===== src/rtl/trace_pkg.sv =====
// Shared types and constants for the CPU trace path: entry layout, capture modes
// and the default debug-tap channel map (s0-s7, t0-t9).
package trace_pkg;

  localparam int DEF_DATA_W = 32;
  localparam int DEF_NUM_CH = 18;
  localparam int DEF_TS_W   = 16;
  localparam int DEF_IDX_W  = $clog2(DEF_NUM_CH);

  typedef enum logic {
    MODE_ALL    = 1'b0,
    MODE_CHANGE = 1'b1
  } trace_mode_e;

  localparam int CH_S0 = 0;
  localparam int CH_S1 = 1;
  localparam int CH_S2 = 2;
  localparam int CH_S3 = 3;
  localparam int CH_S4 = 4;
  localparam int CH_S5 = 5;
  localparam int CH_S6 = 6;
  localparam int CH_S7 = 7;
  localparam int CH_T0 = 8;
  localparam int CH_T1 = 9;
  localparam int CH_T2 = 10;
  localparam int CH_T3 = 11;
  localparam int CH_T4 = 12;
  localparam int CH_T5 = 13;
  localparam int CH_T6 = 14;
  localparam int CH_T7 = 15;
  localparam int CH_T8 = 16;
  localparam int CH_T9 = 17;

  // Entry layout for the default channel configuration.
  typedef struct packed {
    logic [DEF_TS_W-1:0]   ts;
    logic [DEF_DATA_W-1:0] pc;
    logic [DEF_IDX_W-1:0]  idx;
    logic [DEF_DATA_W-1:0] val;
    logic                  chg;
    logic                  multi;
  } trace_entry_t;

endpackage


===== src/rtl/sync_fifo.sv =====
// Synchronous FIFO with no fall-through: a push becomes visible the cycle after.
// Head data reads as zero while empty; level uses an extra wrap bit on the pointers.
module sync_fifo #(
  parameter int DATA_W = 32,
  parameter int DEPTH  = 16
) (
  input  logic                       clk,
  input  logic                       rst,
  input  logic                       push,
  input  logic [DATA_W-1:0]          push_data,
  input  logic                       rd_ready,
  output logic                       rd_valid,
  output logic [DATA_W-1:0]          rd_data,
  output logic                       full,
  output logic                       empty,
  output logic [$clog2(DEPTH):0]     level
);

  localparam int AW = $clog2(DEPTH);

  logic [DATA_W-1:0] mem [DEPTH];
  logic [AW:0]       wr_ptr;
  logic [AW:0]       rd_ptr;
  logic              do_push;
  logic              do_pop;

  assign level    = wr_ptr - rd_ptr;
  assign empty    = (wr_ptr == rd_ptr);
  assign full     = (wr_ptr[AW] != rd_ptr[AW]) && (wr_ptr[AW-1:0] == rd_ptr[AW-1:0]);
  assign rd_valid = !empty;
  assign do_pop   = rd_valid && rd_ready;
  // A pop in the same cycle frees the slot, so a full FIFO can still accept.
  assign do_push  = push && (!full || do_pop);
  assign rd_data  = empty ? '0 : mem[rd_ptr[AW-1:0]];

  // NOTE: state registers use non-blocking assignments so every flop samples
  // pre-edge values regardless of process evaluation order.
  always_ff @(posedge clk or posedge rst) begin
    if (rst) begin
      wr_ptr <= '0;
      rd_ptr <= '0;
    end else begin
      if (do_push) wr_ptr <= wr_ptr + 1'b1;
      if (do_pop)  rd_ptr <= rd_ptr + 1'b1;
    end
  end

  // NOTE: storage is deliberately not reset; empty masks stale contents, and
  // leaving it reset-free lets it map onto plain RAM.
  always_ff @(posedge clk) begin
    if (do_push) mem[wr_ptr[AW-1:0]] <= push_data;
  end

endmodule


===== src/rtl/cpu_trace_buffer.sv =====
// Samples PC and architectural register taps each cycle, detects changes against
// shadow copies, and buffers timestamped trace entries for a valid/ready consumer.
module cpu_trace_buffer
  import trace_pkg::*;
#(
  parameter int DATA_W = 32,
  parameter int NUM_CH = 18,
  parameter int DEPTH  = 16,
  parameter int TS_W   = 16,
  parameter int IDX_W  = $clog2(NUM_CH)
) (
  input  logic                      clk,
  input  logic                      reset,
  input  logic                      cap_en,
  input  logic                      mode,
  input  logic [DATA_W-1:0]         pc_in,
  input  logic [NUM_CH*DATA_W-1:0]  regs_in,
  output logic                      out_valid,
  input  logic                      out_ready,
  output logic [TS_W-1:0]           out_ts,
  output logic [DATA_W-1:0]         out_pc,
  output logic [IDX_W-1:0]          out_idx,
  output logic [DATA_W-1:0]         out_val,
  output logic                      out_chg,
  output logic                      out_multi,
  output logic                      overflow,
  output logic [15:0]               drop_cnt,
  output logic [$clog2(DEPTH):0]    level
);

  typedef struct packed {
    logic [TS_W-1:0]   ts;
    logic [DATA_W-1:0] pc;
    logic [IDX_W-1:0]  idx;
    logic [DATA_W-1:0] val;
    logic              chg;
    logic              multi;
  } entry_t;

  localparam int ENTRY_W = $bits(entry_t);

  logic [TS_W-1:0]    ts;
  logic [DATA_W-1:0]  chan   [NUM_CH];
  logic [DATA_W-1:0]  shadow [NUM_CH];
  logic               primed;
  logic [NUM_CH-1:0]  chg;
  logic [IDX_W-1:0]   first_idx;
  logic [DATA_W-1:0]  first_val;
  logic               any_chg;
  logic               multi_chg;
  logic               push_req;
  logic               pop_fire;
  logic               drop;
  logic               fifo_full;
  logic               fifo_empty;
  entry_t             push_entry;
  entry_t             head_entry;
  logic [ENTRY_W-1:0] push_data;
  logic [ENTRY_W-1:0] head_data;

  for (genvar k = 0; k < NUM_CH; k++) begin : g_chan
    assign chan[k] = regs_in[k*DATA_W +: DATA_W];
  end

  always_ff @(posedge clk or posedge reset) begin
    if (reset) ts <= '0;
    else       ts <= ts + 1'b1;
  end

  // The first enabled cycle only seeds the shadows; primed survives cap_en drops.
  always_ff @(posedge clk or posedge reset) begin
    if (reset) begin
      primed <= 1'b0;
      for (int k = 0; k < NUM_CH; k++) shadow[k] <= '0;
    end else if (cap_en) begin
      primed <= 1'b1;
      for (int k = 0; k < NUM_CH; k++) shadow[k] <= chan[k];
    end
  end

  // NOTE: every signal driven here gets a default first, so no path can
  // leave one unassigned and infer a latch.
  always_comb begin
    chg       = '0;
    first_idx = '0;
    first_val = '0;
    any_chg   = 1'b0;
    multi_chg = 1'b0;
    for (int k = 0; k < NUM_CH; k++) begin
      chg[k] = primed && cap_en && (chan[k] != shadow[k]);
    end
    for (int k = 0; k < NUM_CH; k++) begin
      if (chg[k]) begin
        if (any_chg) begin
          multi_chg = 1'b1;
        end else begin
          first_idx = IDX_W'(k);
          first_val = chan[k];
        end
        any_chg = 1'b1;
      end
    end
  end

  assign push_req = primed && cap_en &&
                    ((trace_mode_e'(mode) == MODE_ALL) || any_chg);
  assign pop_fire = out_valid && out_ready;
  assign drop     = push_req && fifo_full && !pop_fire;

  always_comb begin
    push_entry.ts    = ts;
    push_entry.pc    = pc_in;
    push_entry.idx   = first_idx;
    push_entry.val   = first_val;
    push_entry.chg   = any_chg;
    push_entry.multi = multi_chg;
  end

  assign push_data  = push_entry;
  assign head_entry = head_data;

  sync_fifo #(
    .DATA_W (ENTRY_W),
    .DEPTH  (DEPTH)
  ) u_fifo (
    .clk       (clk),
    .rst       (reset),
    .push      (push_req),
    .push_data (push_data),
    .rd_ready  (out_ready),
    .rd_valid  (out_valid),
    .rd_data   (head_data),
    .full      (fifo_full),
    .empty     (fifo_empty),
    .level     (level)
  );

  always_ff @(posedge clk or posedge reset) begin
    if (reset) begin
      overflow <= 1'b0;
      drop_cnt <= '0;
    end else if (drop) begin
      overflow <= 1'b1;
      if (drop_cnt != 16'hFFFF) drop_cnt <= drop_cnt + 1'b1;
    end
  end

  assign out_ts    = head_entry.ts;
  assign out_pc    = head_entry.pc;
  assign out_idx   = head_entry.idx;
  assign out_val   = head_entry.val;
  assign out_chg   = head_entry.chg;
  assign out_multi = head_entry.multi;

endmodule


===== config.mk =====
export PLATFORM = sky130hd
export DESIGN_NAME = cpu_trace_buffer
export DESIGN_NICKNAME = d
export VERILOG_FILES = /design/src/rtl/trace_pkg.sv /design/src/rtl/sync_fifo.sv /design/src/rtl/cpu_trace_buffer.sv
export SDC_FILE = /design/constraint.sdc
export NUM_CORES = 2
export LEC_CHECK = 0
export CAP_MARGIN = 20
export CORE_ASPECT_RATIO = 1.2
export CORE_MARGIN = 3
export CORE_UTILIZATION = 60
export CTS_BUF_LIST = sky130_fd_sc_hd__clkbuf_4 sky130_fd_sc_hd__clkbuf_8
export DETAILED_ROUTE_END_ITERATION = 8
export PLACE_DENSITY = 0.9
export SLEW_MARGIN = 20
export SYNTH_ARGS = -nofsm -noshare
export SYNTH_HDL_FRONTEND = slang
export SYNTH_SLANG_ARGS = --single-unit

===== constraint.sdc =====
create_clock -name clk -period 60 [get_ports clk]
set_input_delay 9 -clock clk [delete_from_list [all_inputs] [get_ports clk]]
set_output_delay 9 -clock clk [all_outputs]
set_load 0.02 [all_outputs]

==> PnR_summary.wiki <==
{| class="wikitable"
! Metric !! Value
|-
| Final Power || ~4200 uW
|-
| Layout cells sized above 1 || a little over a quarter
|-
| Number of buffers inserted during clock tree synthesis || 322
|-
| Element type at the critical path start || register
|-
| Initial Utilization || between 60 and 70%
|-
| Class of the most critical hold timing path || reg2reg
|-
| Highest achievable clock rate || 62.5 MHz
|-
| CTS tree || yes
|-
| Number of flip-flops and latches in the synthesized netlist || between 2000 and 2500
|-
| Final #Nets || 6637
|-
| Clock slew at the register clock pins of the worst setup and hold paths || 60 ps
|-
| EDFF count, synth || 1392
|-
| Number of setup buffers added after CTS || 0
|-
| # clock sinks || 2012
|-
| First-iteration detailed-routing DRC count || 7495
|-
| Synthesis warning total || 0
|-
| Maximum VDD drop || 43.5 uV
|-
| Routability Congestion || 0.988
|-
| Overall global routing resource usage || 38.5%
|-
| Sequence of cells on the critical path || buf_4 -> buf_4 -> buf_4 -> buf_4 -> mux4_2 -> mux4_2 -> and2_1 -> clkdlybuf4s50_1
|-
| Post-synthesis net count || 5754
|-
| Max Fanout on Critical Path || 71
|-
| Area growth, synth to finish || 18.8%
|-
| Global-route wire length before repair || slightly above 400000 um
|-
| Resized Gates After CTS || 0
|-
| Detailed-router iteration count before antenna repair || 7
|-
| Vias in the first global route || 56600
|-
| Number of cells traversed by the worst register-to-register path || 11
|-
| Initial antenna violation count || 97
|-
| Setup repair after global routing missed its margin || no
|-
| Time the final worst path needs with I/O delays and setup || 16010 ps
|-
| Largest net degree at the start of global routing || between 150 and 200
|-
| Part of the cycle the worst path needs || about a quarter
|-
| Wirelength per Cell || 35.1 um
|-
| Rel. slew slack || 16.2%
|-
| Register area share after synthesis || 65.5%
|-
| Async set-reset flop share out of synthesis || roughly 31%
|-
| Final global-route overflow total || 0
|-
| Number of standard cells after synthesis || 5129
|-
| Floorplan die height || 424 um
|-
| Crit path DAT || 7010 ps
|-
| Setup Crit Path Kind || reg2out
|-
| Total vias in the final route || 55500
|-
| Power density over the cells || 40.1 nW/um^2
|-
| Worst path most repeated cell || sky130_fd_sc_hd__buf_4
|-
| Number of hold violations in the final report || 0
|-
| Clock root buffer || sky130_fd_sc_hd__clkbuf_8
|-
| Die Wd || 355 um
|-
| Placed wire-length estimate after detailed placement || 199000 um
|-
| Aggregate negative setup slack || 0 ps
|-
| Pin slew with the least headroom to its limit || 1250 ps
|-
| Post-synthesis area per instance || 17.1 um^2
|-
| Via count normalized by instance count || 6.73
|-
| Final setup skew || ~91 ps
|-
| CP peak stage delay || 930 ps
|-
| Source-to-sink clock delay at the later pin of the worst-skew pair || 1050 ps
|-
| Required arrival time at the worst endpoint || 51000 ps
|-
| Number of pins exceeding their max-slew limit in the final report || 0
|-
| Leak Pwr || 0.0363 uW
|-
| Post-CTS Hold Fix Bufs || 0
|-
| Top flip-flop cell by instance count after synthesis || sky130_fd_sc_hd__edfxtp_1
|-
| Core Region || 144000 um^2
|-
| Area of the mapped netlist || 87500 um^2
|-
| Result of the run || finished, final reports clean
|-
| Number of levels the H-tree was split into || 5
|-
| Crit-path slowest cell || sky130_fd_sc_hd__buf_4
|-
| Top-level port count || 723
|-
| Maximum capacitance violations || 0
|-
| Post-route antenna net violation count || 0
|-
| Capturing element type of the critical path || primary output
|-
| Hold Path Cell Cnt || 1
|-
| Unique masters post-synth || 76
|-
| Remaining routing DRC violations || 0
|-
| Std cell rows || ~150
|-
| Aggregate routed wire length || just under 300000 um
|-
| Final setup violation count || 0
|-
| Maximum buffer depth of the clock tree || 4
|-
| Floorplan die area || 150000 um^2
|-
| Number of port buffers || between 700 and 800
|}
## worst paths after layout
| kind | from | endpoint | slack, ps |
|---|---|---|---|
| max reg2reg | primed | u_fifo.mem[15][49] | 54270 |
| min reg2reg | overflow | overflow | 470 |
| min | overflow | overflow | 470 |
| max in group asynchronous | reset | shadow[172] | 48250 |
| min in group asynchronous | reset | shadow[422] | 8540 |
| max | u_fifo.rd_ptr[1] | out_pc[1] | 43990 |
## placed cells by master (no fill, tap or decap), types with 43 or more instances in the layout
cell,instances
sky130_fd_sc_hd__dfrtp_1,617
sky130_fd_sc_hd__clkdlybuf4s50_1,721
sky130_fd_sc_hd__clkbuf_8,357
sky130_fd_sc_hd__a22oi_1,89
sky130_fd_sc_hd__diode_2,75
sky130_fd_sc_hd__buf_4,111
sky130_fd_sc_hd__nand3_1,84
sky130_fd_sc_hd__inv_1,48
sky130_fd_sc_hd__mux2_2,577
sky130_fd_sc_hd__and2_1,95
sky130_fd_sc_hd__nor3_1,47
sky130_fd_sc_hd__nand2_1,78
sky130_fd_sc_hd__clkbuf_4,97
sky130_fd_sc_hd__xnor2_1,257
sky130_fd_sc_hd__clkinv_1,43
sky130_fd_sc_hd__nor4_1,107
sky130_fd_sc_hd__nand4_1,91
sky130_fd_sc_hd__mux4_2,435
sky130_fd_sc_hd__o21ai_0,51
sky130_fd_sc_hd__xor2_1,360
sky130_fd_sc_hd__nor2_1,85
sky130_fd_sc_hd__edfxtp_1,1392
sky130_fd_sc_hd__a21oi_1,58
## cell type report
class                           instances  area [um^2]
Fill cell                            8373        40100
Tap cell                             1925         2410
Antenna cell                           75          188
Inverter                               52          208
Clock inverter                        101          838
Clock buffer                          454         5640
Timing Repair Buffer                  841         8220
Multi-Input combinational cell       2783        29100
Sequential cell                      2012        57300
## layer usage
layer  vias up  GRT usage (%)  share of wire [%]
li1      22100              -                  -
met1     28000           43.4                 31
met2      4345           60.9                 48
met3      1038           13.4                 13
met4        76           28.2                8.6
met5         -              0               0.17
## sequential cells by signal, indices dropped and copies added (netlist names)
signal / cells
overflow: 1
u_fifo.wr_ptr: 5
primed: 1
drop_cnt: 16
shadow: 576
ts: 16
u_fifo.mem: 1392
u_fifo.rd_ptr: 5
## critical path, delay by kind of cell, from the launching register on
family                 cells  cell delay, ps
multiplexers               2             930
AND/OR/NAND/NOR            1             180
buffers and inverters      5            3860
flip-flops                 1             870
## logic make-up after synthesis
| logic type | count (synthesis) | share of synthesized area (%) |
|---|---|---|
| flops | 2012 | 65.5 |
| mux | 1015 | 18.7 |
| simple gates | 719 | 4.53 |
| xor+xnor | 617 | 6.18 |
| compound gates | 420 | 3.42 |
| buf+inv | 334 | 1.50 |
| fa+ha+maj | 12 | 0.180 |
## metrics by stage
stage	instance area (um^2)	utilization, %	setup WS [ps]	hold slack [ps]	instances
global route	104000	72.1	43770	510	8189
floorplan	87500	-	33640	454	5129
CTS	104000	72.0	43920	474	8164
global placement	97100	67.4	45080	468	7608
finish	104000	72.2	43990	475	8243
detailed placement	97100	67.5	44960	461	7609
## report_power, final
group | leakage [uW] | internal (uW) | switching (uW)
sequential | 0.0199 | 1630 | 67.2
combinational | 0.0129 | 594 | 666
clock | 0.00342 | 665 | 540
## cell usage after synthesis (4+ instances only)
cell                        instances  area share, %
sky130_fd_sc_hd__ha_1              11           0.16
sky130_fd_sc_hd__a32oi_1            6          0.060
sky130_fd_sc_hd__or3_1             32           0.23
sky130_fd_sc_hd__o21ai_0           52           0.30
sky130_fd_sc_hd__o31ai_1            6          0.051
sky130_fd_sc_hd__a21oi_1           58           0.33
sky130_fd_sc_hd__o221ai_1          20           0.20
sky130_fd_sc_hd__o211ai_1          33           0.28
sky130_fd_sc_hd__a21o_1             7          0.060
sky130_fd_sc_hd__o21ai_2            4          0.040
sky130_fd_sc_hd__mux2_2           577            7.4
sky130_fd_sc_hd__buf_6              4          0.051
sky130_fd_sc_hd__nor4_1           107           0.77
sky130_fd_sc_hd__a22oi_1           89           0.76
sky130_fd_sc_hd__nand3_1           84           0.48
sky130_fd_sc_hd__a221o_1           26           0.30
sky130_fd_sc_hd__and2_1            95           0.68
sky130_fd_sc_hd__a31oi_1           13          0.093
sky130_fd_sc_hd__mux4_2           435             11
sky130_fd_sc_hd__o21a_1             7          0.060
sky130_fd_sc_hd__nand4_1           91           0.65
sky130_fd_sc_hd__buf_1             38           0.16
sky130_fd_sc_hd__nor2_1            99           0.42
sky130_fd_sc_hd__xnor2_1          257            2.6
sky130_fd_sc_hd__o22ai_1           41           0.29
sky130_fd_sc_hd__and4_1             5          0.050
sky130_fd_sc_hd__buf_2             17          0.097
sky130_fd_sc_hd__nand2_1           79           0.34
sky130_fd_sc_hd__and3_1            37           0.26
sky130_fd_sc_hd__o21ai_1            5          0.029
sky130_fd_sc_hd__inv_1             49           0.21
sky130_fd_sc_hd__edfxtp_1        1392             48
sky130_fd_sc_hd__dfrtp_1          620             18
sky130_fd_sc_hd__a2111oi_0         28           0.28
sky130_fd_sc_hd__nor3_1            63           0.36
sky130_fd_sc_hd__clkbuf_1         222           0.95
sky130_fd_sc_hd__xor2_1           360            3.6
(Power assumes the default switching activity.)
